`config.mk`:
```
export PLATFORM = sky130hd
export DESIGN_NAME = btn_cond
export DESIGN_NICKNAME = d
export VERILOG_FILES = /design/src/rtl/btn_cond.sv
export SDC_FILE = /design/constraint.sdc
export NUM_CORES = 1
export LEC_CHECK = 0
export BUFFER_PORTS_ARGS = -buffer_cell sky130_fd_sc_hd__buf_2
export CAP_MARGIN = 20
export CORE_MARGIN = 5
export CORE_UTILIZATION = 58
export DETAILED_ROUTE_END_ITERATION = 8
export PLACE_DENSITY = 0.89
export SKIP_CTS_REPAIR_TIMING = 1
export SLEW_MARGIN = 20
export SYNTH_ARGS = -nofsm -noshare
export SYNTH_HDL_FRONTEND = slang
export SYNTH_SLANG_ARGS = --single-unit
```
`constraint.sdc`:
```
create_clock -name clk -period 5.55 [get_ports clk]
set_input_delay 0.8325 -clock clk [delete_from_list [all_inputs] [get_ports clk]]
set_output_delay 0.8325 -clock clk [all_outputs]
set_load 0.02 [all_outputs]
```
`src/rtl/btn_cond.sv`:
```
// btn_cond: six-button front-end conditioner.
// Each raw button is synchronized and debounced. An arbiter then turns a
// clean single press into a one-cycle command pulse and rejects presses
// that overlap other buttons, reporting them on multi_err.
// Optional feature macro: BTN_AUTOREPEAT_EN. When it is defined, a held
// button re-issues its pulse after REPEAT_DELAY cycles and then every
// REPEAT_PERIOD cycles.
module btn_cond #(
  parameter int DEBOUNCE_CYCLES = 16,
  parameter int REPEAT_DELAY    = 64,
  parameter int REPEAT_PERIOD   = 16
) (
  input  logic       clk,
  input  logic       _rst,
  input  logic [5:0] raw_btn,
  output logic [5:0] btn_pulse,
  output logic [5:0] btn_level,
  output logic       multi_err
);

  localparam int CNT_W = (DEBOUNCE_CYCLES > 1) ? $clog2(DEBOUNCE_CYCLES) : 1;
  localparam logic [CNT_W-1:0] CNT_LAST = CNT_W'(DEBOUNCE_CYCLES - 1);

  typedef enum logic [1:0] {
    IDLE,
    PRESSED,
    LOCKOUT
  } state_t;

  // All timing parameters must describe at least one cycle.
  generate
    if (DEBOUNCE_CYCLES < 1 || REPEAT_DELAY < 1 || REPEAT_PERIOD < 1) begin : g_param_check
      $error("btn_cond: DEBOUNCE_CYCLES, REPEAT_DELAY and REPEAT_PERIOD must be at least 1");
    end
  endgenerate

  logic [5:0]       sync_a;
  logic [5:0]       sync_b;
  logic [CNT_W-1:0] db_cnt [6];
  logic [5:0]       level_prev;
  logic [5:0]       rise;
  logic             rise_onehot;
  state_t           state;

  // Two-flop synchronizer for the asynchronous button inputs.
  always_ff @(posedge clk or negedge _rst) begin
    if (!_rst) begin
      sync_a <= '0;
      sync_b <= '0;
    end else begin
      sync_a <= raw_btn;
      sync_b <= sync_a;
    end
  end

  // Per-bit debounce: the stable level flips only after DEBOUNCE_CYCLES
  // consecutive cycles of disagreement; any agreement restarts the count.
  always_ff @(posedge clk or negedge _rst) begin
    if (!_rst) begin
      btn_level <= '0;
      for (int i = 0; i < 6; i++) begin
        db_cnt[i] <= '0;
      end
    end else begin
      for (int i = 0; i < 6; i++) begin
        if (sync_b[i] == btn_level[i]) begin
          db_cnt[i] <= '0;
        end else if (db_cnt[i] == CNT_LAST) begin
          db_cnt[i]    <= '0;
          btn_level[i] <= ~btn_level[i];
        end else begin
          db_cnt[i] <= db_cnt[i] + 1'b1;
        end
      end
    end
  end

  // Registered rising-edge detect; level_prev stays aligned with rise so the
  // arbiter sees a consistent snapshot of which buttons are down.
  always_ff @(posedge clk or negedge _rst) begin
    if (!_rst) begin
      level_prev <= '0;
      rise       <= '0;
    end else begin
      level_prev <= btn_level;
      rise       <= btn_level & ~level_prev;
    end
  end

  assign rise_onehot = (rise != 6'b0) && ((rise & (rise - 6'd1)) == 6'b0);

`ifdef BTN_AUTOREPEAT_EN
  localparam int REP_MAX = (REPEAT_DELAY > REPEAT_PERIOD) ? REPEAT_DELAY : REPEAT_PERIOD;
  localparam int REP_W   = (REP_MAX > 1) ? $clog2(REP_MAX) : 1;

  logic [REP_W-1:0] rep_cnt;
  logic [REP_W-1:0] rep_limit;
  logic             repeating;

  // The first repeat waits the long delay, later ones the short period.
  assign rep_limit = repeating ? REP_W'(REPEAT_PERIOD - 1) : REP_W'(REPEAT_DELAY - 1);
`endif

  // Arbiter: accept a lone press, lock out overlapping presses until every
  // button is released, and never react to releases.
  always_ff @(posedge clk or negedge _rst) begin
    if (!_rst) begin
      state     <= IDLE;
      btn_pulse <= '0;
      multi_err <= 1'b0;
`ifdef BTN_AUTOREPEAT_EN
      rep_cnt   <= '0;
      repeating <= 1'b0;
`endif
    end else begin
      btn_pulse <= '0;
      multi_err <= 1'b0;
`ifdef BTN_AUTOREPEAT_EN
      rep_cnt   <= '0;
      repeating <= 1'b0;
`endif
      case (state)
        IDLE: begin
          if (rise != 6'b0) begin
            if (rise_onehot && (level_prev == rise)) begin
              state     <= PRESSED;
              btn_pulse <= rise;
            end else begin
              state     <= LOCKOUT;
              multi_err <= 1'b1;
            end
          end
        end
        PRESSED: begin
          if (rise != 6'b0) begin
            state     <= LOCKOUT;
            multi_err <= 1'b1;
          end else if (level_prev == 6'b0) begin
            state <= IDLE;
          end else begin
`ifdef BTN_AUTOREPEAT_EN
            // Only the accepted button can be down here, so level_prev is
            // exactly the bit to re-issue.
            if (rep_cnt == rep_limit) begin
              btn_pulse <= level_prev;
              rep_cnt   <= '0;
              repeating <= 1'b1;
            end else begin
              rep_cnt   <= rep_cnt + 1'b1;
              repeating <= repeating;
            end
`else
            state <= PRESSED;
`endif
          end
        end
        LOCKOUT: begin
          if (level_prev == 6'b0) begin
            state <= IDLE;
          end
        end
        default: begin
          state <= IDLE;
        end
      endcase
    end
  end

endmodule

```
# Word level (Yosys, flattened, before mapping)
# Cells that the tools add are included.
[word_totals]
reg_bits = 63
out_inout_bits = 13
elab_cells = 96
in_bits = 8
[classes]
bitwise = 15
n_reduce_logical = 13
n_eq_ne = 17
muxes = 25
addsub = 7
[ops]
columns = ["op", "n"]
rows = [
  ["$mux W4", 12],
  ["$add A4 B1 Y4 const B", 6],
  ["$eq A4 B4 Y1 const B", 6],
  ["$mux W6", 3],
  ["$reduce_and A2 Y1", 7],
  ["$and A6 B6 Y6", 2],
  ["$logic_not A6 Y1", 2],
  ["$not A1 Y1", 12],
  ["$mux W2", 4],
  ["$eq A1 B1 Y1", 6],
  ["$eq A6 B6 Y1", 1],
  ["$not A6 Y6", 1],
  ["$pmux W2 S3", 1],
  ["$reduce_bool A6 Y1", 1],
  ["$sub A6 B1 Y6 const B", 1],
  ["$mux W1", 4],
  ["$ne A2 B2 Y1 const B", 2],
  ["$eq A2 B1 Y1 const B", 1],
  ["$eq A2 B2 Y1 const B", 1],
  ["$logic_and A1 B1 Y1", 2],
  ["$logic_not A2 Y1", 1],
  ["$pmux W1 S2", 1],
]

# Logic depth before layout (Yosys ltp)
# Gate-level depths: netlist (run 1).
[depth]
ltp_word = 8
mapped_depth = 6
depth_no_buf = 5

# Worst setup path before layout (run 1)
# OpenSTA, ideal clock, no wires.
[synth_timing]
path_type = "register -> register"
from = "register rise[1]"
to = "register state[1]"
required_time_ns = 5.429
path_buffers = 1
slack_ns = 3.587
arrival_ns = 1.843
period_less_slack_ns = 1.963
setup_time_ns = 0.121
path_stages_with_launch = 7
path_cell_list = "dfrtp_1 or4_4 nor3b_2 o2111ai_1 or2_1 buf_6 a22o_1"
[synth_via]
elab_chain_cells = 8
word_cells_on_any_way = 13
cone_classes = "add/sub (1); eq/ne (2); mux (4); bitwise (1); reduce/logical (5)"
[synth_lines]
columns = ["item", "line_no", "text"]
rows = [
  ["from (decl)", "41", "logic [5:0] rise;"],
  ["from (signal assigned)", "86", "rise <= btn_level & ~level_prev;"],
  ["$sub A6 B1 Y6", "90", "assign rise_onehot = (rise != 6'b0) && ((rise & (rise - 6'd1)) == 6'b0);"],
  ["$and A6 B6 Y6", "90", ""],
  ["$logic_not A6 Y1", "90", ""],
  ["$logic_and A1 B1 Y1", "90", ""],
  ["$logic_and A1 B1 Y1", "125", "if (rise_onehot && (level_prev == rise)) begin"],
  ["$mux W2", "125", ""],
  ["$mux W2", "124", "if (rise != 6'b0) begin"],
  ["$pmux W2 S3", "122", "case (state)"],
  ["to (signal assigned)", "126", "state <= PRESSED;"],
  ["to (signal assigned)", "129", "state <= LOCKOUT;"],
  ["to (signal assigned)", "136", "state <= LOCKOUT;"],
  ["to (decl)", "43", "state_t state;"],
]
# Several ways; a longest one is shown, not always the timed one. The select of a mux whose other input is x is not followed.
# A chain may end at the register's enable or synchronous reset.

# Worst setup path in the final report (run 1)
# Ends and elaborated chain as after synthesis.

==> out/results.tsv, run 1 <==
metric	value	unit
clock tree buffer depth	2	
Synth Register Bits	63	
CTS root buffer	clkbuf_8	
cells along the critical path	or4_4, nor3b_2, o2111ai_1, or2_1, a22o_1	
Area Growth Syn to Fin	15.7	%
synthesis warning total	0	
Setup WS pre-CTS	3.50	ns
Post-Syn Area per Cell	13.1	um^2
vias in the first global route	1462	
core area	4030	um^2
final total power	962	uW
Tcrit/Tclk final	0.372	
Synth top area share	0.647	
Mapped Area	2430	um^2
Logic pwr share	0.038	
maxcap violations	0	
Setup Skew	0.00692	ns
setup TNS	0	ns
CP Max Fanout	6	
DRT Wirelength	3570	um
Synth cell types	29	
Sw Share	0.202	
row count	23	
Power Internal	768	uW
DR WL/cell	13.1	um
GRT overflow	0	
gpl congestion	0.902	
commonest non-fill, non-tap cells in the layout	dfrtp_1 (63), buf_2 (20), nor2b_1 (15), a21oi_1 (15), xnor2_1 (12)	
power density cells	341	nW/um^2
final setup margin	3.49	ns
# nets final	231	
CP top delay family	simple AND/OR/NAND/NOR gates	
Arr. time, crit path	2.29	ns
WP buf/inv	0	
Clock transition at path regs	0.07	ns
via count	1469	
layout cell share with drive strength beyond 1	0.216	
Leak	1.36	nW
GR Util met1	0.188	
TritonCTS Buffers	9	
design area	2820	um^2
met2 Use GR	0.240	
largest net degree at the start of global routing	64	
syn_nets	200	
Cell Count, Final, Fillers Out	272	
number of diodes	0	
Hold Fails Final Rpt	0	
I/O Buffers	20	
DP Area	2590	um^2
TritonCTS clock tree	done	
global route hottest layer	met2	
slowest stage cell, crit path	or4_4	
Area contributors post-synth	dfrtp_1 (65%), xnor2_1 (4.3%), nor2b_1 (3.9%), a21oi_1 (3.1%), ha_1 (3.1%)	
initial antenna violation count	0	
Worst slew margin	0.507	
I/O pin count	21	
clk_lat worst skew	0.33	ns
sequential power share	0.507	
Critical Path Max Stage Delay	0.57	ns
CTS H-Tree Depth	3	
Crit path required time	5.78	ns
sequential share of the synthesized area	0.647	
DIE HEIGHT	74.8	um
Period minus WS final	2.06	ns
Cells after Synth	186	
CP Capture Type	flop	
GR met3 Demand/Resource	0.0467	
Clk network pwr share	0.455	
Worst-Margin Slew	0.740	ns
DP Cell Count	256	
Finished Core Util	0.699	
clk sink count	63	
initial core utilization	0.604	
status	complete, no violations	
first-pass GRT wire length	6320	um
Die W	74.8	um
HPWL reported at the end of detailed placement	2410	um
Hold Crit Class	reg -> reg	
net switching power	194	uW
Residual DRC	0	
Worst Setup Path Type	reg -> reg	
RSZ-0062 raised after global routing	no	
1st-iter DRT viols	74	
Achievable Freq	485	MHz
final setup fails	0	
peak supply drop	0.000230	V
worst hold slack	0.350	ns
drt first pass iters	4	
GRT Resource Usage Total	0.155	
Final Max Tran Viols	0	
average via count per standard cell	5.40	
commonest non-fill, non-tap cell in the layout	dfrtp_1	
CP Launch Type	flop	
Synth area leader	dfrtp_1	
die area	5590	um^2
Detail Route Antenna Nets	0	
## kinds of logic (layout without fill, tap and decap cells)
kind of cell	after synthesis	after routing	share of synthesized area
buffers and inverters	9	45	0.0170
AOI/OAI and AO/OA	27	27	0.0637
muxes	6	6	0.0277
and+or+nand+nor	61	61	0.163
DFF	63	63	0.647
adders and majority gates	6	6	0.0308
xor gates and xnor gates	14	14	0.0504
## cell type report
| type | count | area, um^2 |
|---|---|---|
| Sequential cell | 63 | 1580 |
| Fill cell | 287 | 1210 |
| Multi-Input combinational cell | 114 | 817 |
| Clock buffer | 13 | 159 |
| Timing Repair Buffer | 21 | 108 |
| Clock inverter | 3 | 65.1 |
| Tap cell | 50 | 62.6 |
| Inverter | 8 | 30.0 |
## state kept, by name, summed over array words and instances (netlist names)
signal / count
sync_b: 6
state: 2
level_prev: 6
sync_a: 6
multi_err: 1
btn_level: 6
rise: 6
db_cnt: 24
btn_pulse: 6
## power by group through the flow
stage	clock network (mW)	registers (mW)	logic [mW]
after detailed placement	0	0.496	0.0371
after floorplan	0	0.493	0.0225
after global placement	0	0.494	0.0361
after global routing	0.470	0.489	0.0435
final	0.438	0.488	0.0363
after CTS	0.449	0.487	0.0376
## layer usage
layer	vias up	routed length, um	share of wire
li1	712	-	-
met2	27	1690	0.47
met3	13	171	0.048
met1	717	1590	0.45
met5	-	0	0
met4	0	116	0.032
## final timing paths
kind | from | end | slack (ns) | cells after the start
min in group asynchronous | _rst | sync_a[4] | 0.64 | 2
worst min-delay path | sync_a[2] | sync_b[2] | 0.35 | 0
worst max-delay path | rise[1] | state[1] | 3.49 | 5
worst min register to register | sync_a[2] | sync_b[2] | 0.35 | 0
worst max register to register | rise[1] | state[1] | 3.49 | 5
max in group asynchronous | _rst | db_cnt[14] | 4.42 | 2
## worst register-to-register path, cell delays in order, from the launching register on
cell and delay (ns):
dfrtp_1 0.42, or4_4 0.57, nor3b_2 0.19, o2111ai_1 0.18, or2_1 0.37, a22o_1 0.23
## cells in the mapped netlist
master	number
or4_4	1
a21oi_1	15
nor3b_1	6
nand4b_1	6
nor3b_2	3
ha_1	6
nor3_2	2
buf_6	1
nor3_1	2
or3_1	1
nor2_1	11
or2_2	1
nand3_1	8
o32a_1	1
or2_1	1
nor2b_1	15
a22o_1	1
a2111oi_0	1
xor2_1	2
inv_1	8
nand3b_1	1
o2111ai_1	1
o31ai_1	1
mux2_2	6
xnor2_1	12
a31oi_1	1
o21ai_0	6
and2_1	3
dfrtp_1	63
No activity file was read; power rests on OpenSTA's default activity.
==> run 2: changes to the inputs <==
Clock period 5.55 ns to 1.9 ns, I/O delays scaled along.
==> out/results.tsv, run 2 (synthesized netlist as in run 1, its figures left out) <==
metric	value	unit	change
CP Max Fanout	4		-2
row count	23		unchanged
largest net degree at the start of global routing	49		-23%
Final Max Tran Viols	0		unchanged
Die W	74.8	um	unchanged
Residual DRC	0		unchanged
Crit path required time	2.15	ns	-3.63 ns
Period minus WS final	2.01	ns	-0.0574 ns
Hold Crit Class	in -> reg		
Setup WS pre-CTS	-0.0586	ns	-3.56 ns
number of diodes	0		unchanged
GRT overflow	0		unchanged
Top reg by flops	db_cnt		
Cell Count, Final, Fillers Out	278		+2.2%
initial core utilization	0.604		unchanged
1st-iter DRT viols	91		+23%
TritonCTS Buffers	9		unchanged
Finished Core Util	0.714		+0.0143
final setup margin	-0.107	ns	-3.59 ns
Leak	1.38	nW	+1.6%
maxcap violations	0		unchanged
DIE HEIGHT	74.8	um	unchanged
drt first pass iters	4		unchanged
Largest register FFs	24		unchanged
Critical Path Max Stage Delay	0.57	ns	about the same
commonest non-fill, non-tap cell in the layout	dfrtp_1		
core area	4030	um^2	unchanged
commonest non-fill, non-tap cells in the layout	dfrtp_1 (63), buf_2 (20), nor2b_1 (15)		
clk sink count	63		unchanged
peak supply drop	0.000576	V	+150%
Achievable Freq	498	MHz	+2.9%
average via count per standard cell	5.41		+0.24%
HPWL reported at the end of detailed placement	2660	um	+11%
layout cell share with drive strength beyond 1	0.246		+0.0294
Setup Skew	0.00782	ns	+0.000902 ns
CP Launch Type	flop		
DP Cell Count	262		+2.3%
slowest stage cell, crit path	or4_4		
# nets final	238		+3.0%
DRT Wirelength	4070	um	+14%
Arr. time, crit path	2.26	ns	-0.03 ns
vias in the first global route	1533		+4.9%
CTS root buffer	clkbuf_8		
Worst Setup Path Type	reg -> reg		
Area Growth Syn to Fin	18.1	%	
GRT Resource Usage Total	0.169		+0.0134
Worst slew margin	0.667		+0.160
RSZ-0062 raised after global routing	yes		
first-pass GRT wire length	6840	um	+8.2%
Worst-Margin Slew	0.498	ns	-0.241 ns
die area	5590	um^2	unchanged
via count	1505		+2.5%
gpl congestion	0.910		+0.93%
worst hold slack	0.0619	ns	-0.288 ns
clk_lat worst skew	0.33	ns	about the same
Clock transition at path regs	0.07	ns	about the same
failing checks	setup timing		
FILL cells	294		+2.4%
I/O pin count	21		unchanged
Tcrit/Tclk final	1.06		+0.684
CTS H-Tree Depth	3		unchanged
Hold Fails Final Rpt	0		unchanged
I/O Buffers	20		unchanged
cells along the critical path	or4_4, nor3b_4, o2111ai_2, or2_4, buf_6, nor3_2		
DR WL/cell	14.6	um	+12%
CP Capture Type	flop		
final setup fails	8		+8
Detail Route Antenna Nets	0		unchanged
initial antenna violation count	0		unchanged
status	finished, violations left		
clock tree buffer depth	2		unchanged
power density cells	895	nW/um^2	+160%
TritonCTS clock tree	done		
run 2: layout make-up:
class | count | area (um^2) | area share
Sequential cell | 63 | 1580 | 0.548
Multi-Input combinational cell | 114 | 847 | 0.295
Timing Repair Buffer | 28 | 183 | 0.0635
Clock buffer | 15 | 176 | 0.0614
Tap cell | 50 | 62.6 | 0.0218
Inverter | 8 | 30.0 | 0.0104
run 2: worst paths after layout:
check,startpoint,endpoint,slack (ns),cells after the start
setup reg to reg,rise[2],btn_pulse[2],-0.11,6
hold / removal,raw_btn[1],sync_a[1],0.06,1
max in group asynchronous,_rst,sync_a[1],0.95,3
hold reg to reg,sync_a[1],sync_b[1],0.35,0
min in group asynchronous,_rst,sync_b[3],0.40,2
setup / recovery,rise[2],btn_pulse[2],-0.11,6
run 2: power by group:
group          internal, mW  leakage [nW]  switching [mW]  total, mW
clock                 0.575        0.0898           0.455       1.03
combinational        0.0544         0.454          0.0634      0.118
sequential             1.39         0.837          0.0376       1.42
run 2: critical path: cells and delay by family (launching register included):
family | cells | cell delay, ns
AO/OA/AOI/OAI | 1 | 0.14
flip-flops | 1 | 0.40
AND/OR/NAND/NOR | 4 | 1.26
buffers and inverters | 1 | 0.13
run 2: per-stage QoR:
step	instance area, um^2	setup TNS (ns)	power [mW]
floorplan	2430	0	1.51
global placement	2650	0	1.55
detailed placement	2650	-0.266	1.56
CTS	2830	-0.433	2.59
global route	2880	-1.12	2.67
finish	2880	-0.584	2.57
run 2: routing by layer:
metal  track usage  routed length, um
met1         0.207               1720
met2         0.262               2030
met3        0.0427                208
met4         0.119                117
met5             0                  0
==> run 3: changes to the inputs <==
Settings changed: CELL_PAD_IN_SITES_DETAIL_PLACEMENT from default to 1, CELL_PAD_IN_SITES_GLOBAL_PLACEMENT from default to 1, CORE_UTILIZATION 58 to 47, GPL_TIMING_DRIVEN from default to 0, PLACE_DENSITY 0.89 to 0.88.
==> out/results.tsv, run 3 (synthesized netlist as in run 1, its figures left out) <==
metric	value	unit	change
status	finished, violations left		
failing checks	setup timing		
Worst Setup Path Type	reg -> reg		
power density cells	952	nW/um^2	+6.4%
Setup Skew	0.00398	ns	-0.00384 ns
clock tree buffer depth	2		unchanged
CP top delay family	compound AO/OA/AOI/OAI gates		
vias in the first global route	1630		+6.3%
R2R Path End	state[1]		
Crit path required time	2.12	ns	-0.03 ns
1st-iter DRT viols	80		-12%
# nets final	233		-2.1%
commonest non-fill, non-tap cell in the layout	dfrtp_1		
FILL cells	533		+81%
CTS H-Tree Depth	3		unchanged
CTS root buffer	clkbuf_8		
maxcap violations	0		unchanged
Period minus WS final	2.15	ns	+0.141 ns
initial core utilization	0.480		-0.125
area of the multi-input gates	842	um^2	-0.59%
GRT Resource Usage Total	0.157		-0.0118
Area Growth Syn to Fin	18.1	%	unchanged
clk sink count	63		unchanged
Crit. Startpoint	level_prev[4]		
GR Util met1	0.186		-0.0211
TritonCTS Buffers	9		unchanged
Crit. path cell count	6		unchanged
row count	26		+13%
Cell Count, Final, Fillers Out	294		+5.8%
WP buf/inv	1		unchanged
Sequential Area	1580	um^2	about the same
commonest non-fill, non-tap cells in the layout	dfrtp_1 (62), buf_2 (19), nor2b_1 (15)		
r2r startpoint	level_prev[4]		
Leak	1.37	nW	-0.61%
average via count per standard cell	5.11		-5.6%
DR WL/cell	15.5	um	+6.1%
Die W	82.0	um	+9.6%
drt first pass iters	4		unchanged
Worst slew margin	0.495		-0.172
Top reg by flops	db_cnt		
core area	5070	um^2	+26%
final setup fails	9		+1
number of diodes	0		unchanged
GRT overflow	0		unchanged
layout cell share with drive strength beyond 1	0.250		+0.00439
CP Max Fanout	6		+2
Final Max Tran Viols	0		unchanged
Worst setup endpoint	state[1]		
DP Cell Count	276		+5.3%
die area	6720	um^2	+20%
Critical Path Max Stage Delay	0.55	ns	-0.02 ns
slowest stage cell, crit path	a2111oi_1		
Hold Crit Class	in -> async		
Largest register FFs	24		unchanged
Achievable Freq	466	MHz	-6.6%
peak supply drop	0.000562	V	-2.3%
clk_lat worst skew	0.33	ns	about the same
Arr. time, crit path	2.37	ns	+0.11 ns
largest net degree at the start of global routing	64		+31%
via count	1502		-0.20%
met2 Use GR	0.257		-0.00557
CP Launch Type	flop		
setup TNS	-1.20	ns	-0.612 ns
first-pass GRT wire length	7690	um	+13%
DRT Wirelength	4570	um	+12%
Clock transition at path regs	0.07	ns	about the same
reg2reg path depth	6		unchanged
I/O Buffers	20		unchanged
DIE HEIGHT	82.0	um	+9.6%
r2r setup slk	-0.25	ns	-0.14 ns
HPWL reported at the end of detailed placement	3130	um	+18%
TritonCTS clock tree	done		
final setup margin	-0.247	ns	-0.141 ns
Worst-Margin Slew	0.757	ns	+0.259 ns
GR met3 Demand/Resource	0.0395		-0.00325
Detail Route Antenna Nets	0		unchanged
RSZ-0062 raised after global routing	yes		
global route hottest layer	met2		
initial antenna violation count	0		unchanged
cells along the critical path	nor2b_1, a2111oi_1, o2111ai_2, or2_1, buf_6, a22o_1		
CP Capture Type	flop		
Residual DRC	0		unchanged
Tcrit/Tclk final	1.13		+0.0742
gpl congestion	0.794		-13%
Hold Fails Final Rpt	0		unchanged
I/O pin count	21		unchanged
-- run 3: layout make-up --
| cell class | instances | share of cell area |
|---|---|---|
| plain buffers | 1 | 0.00392 |
| clock buffers | 13 | 0.0587 |
| clock inverters | 3 | 0.0139 |
| inverters | 8 | 0.0104 |
| multi-input cells | 114 | 0.293 |
| flip-flops and latches | 63 | 0.549 |
| well taps | 70 | 0.0305 |
| repair buffers | 22 | 0.0409 |
-- run 3: routing by layer --
metal | share of wire | up-vias
li1 | - | 714
met1 | 0.43 | 748
met2 | 0.51 | 26
met3 | 0.033 | 14
met4 | 0.026 | 0
met5 | 0 | -
-- run 3: how the worst min path moves through the flow --
stage          cells after the start  startpoint            to
3_5_place_dp                       0   sync_a[5]     sync_b[5]
4_1_cts                            1        _rst     sync_a[3]
2_1_floorplan                      0        _rst  btn_level[0]
5_1_grt                            1  raw_btn[3]     sync_a[3]
3_3_place_gp                       0   sync_a[3]     sync_b[3]
6_report                           1        _rst     db_cnt[2]
-- run 3: worst register-to-register path: cells and delay by family, from the launching register on --
kind / cells / cell delay (ns)
AO/OA/AOI/OAI: 3 / 1.03
buffers and inverters: 1 / 0.14
flip-flops: 1 / 0.42
AND/OR/NAND/NOR: 2 / 0.45
-- run 3: power by group --
group	internal (mW)	switching [mW]	total, mW
Combinational	0.0486	0.0622	0.111
Clock	0.709	0.490	1.20
Sequential	1.39	0.0417	1.43
-- run 3: through the flow --
step                worst slack, ns   util  hold slack [ns]  power [mW]  area, um^2
global route                 -0.310  0.567           0.0289        2.86        2880
finish                       -0.247  0.567           0.0152        2.74        2880
global placement            -0.0684  0.517            0.332        1.55        2620
detailed placement           -0.152  0.517            0.337        1.56        2630
floorplan                   0.00304      -          -0.0106        1.51        2430
CTS                          -0.169  0.558           0.0352        2.77        2830
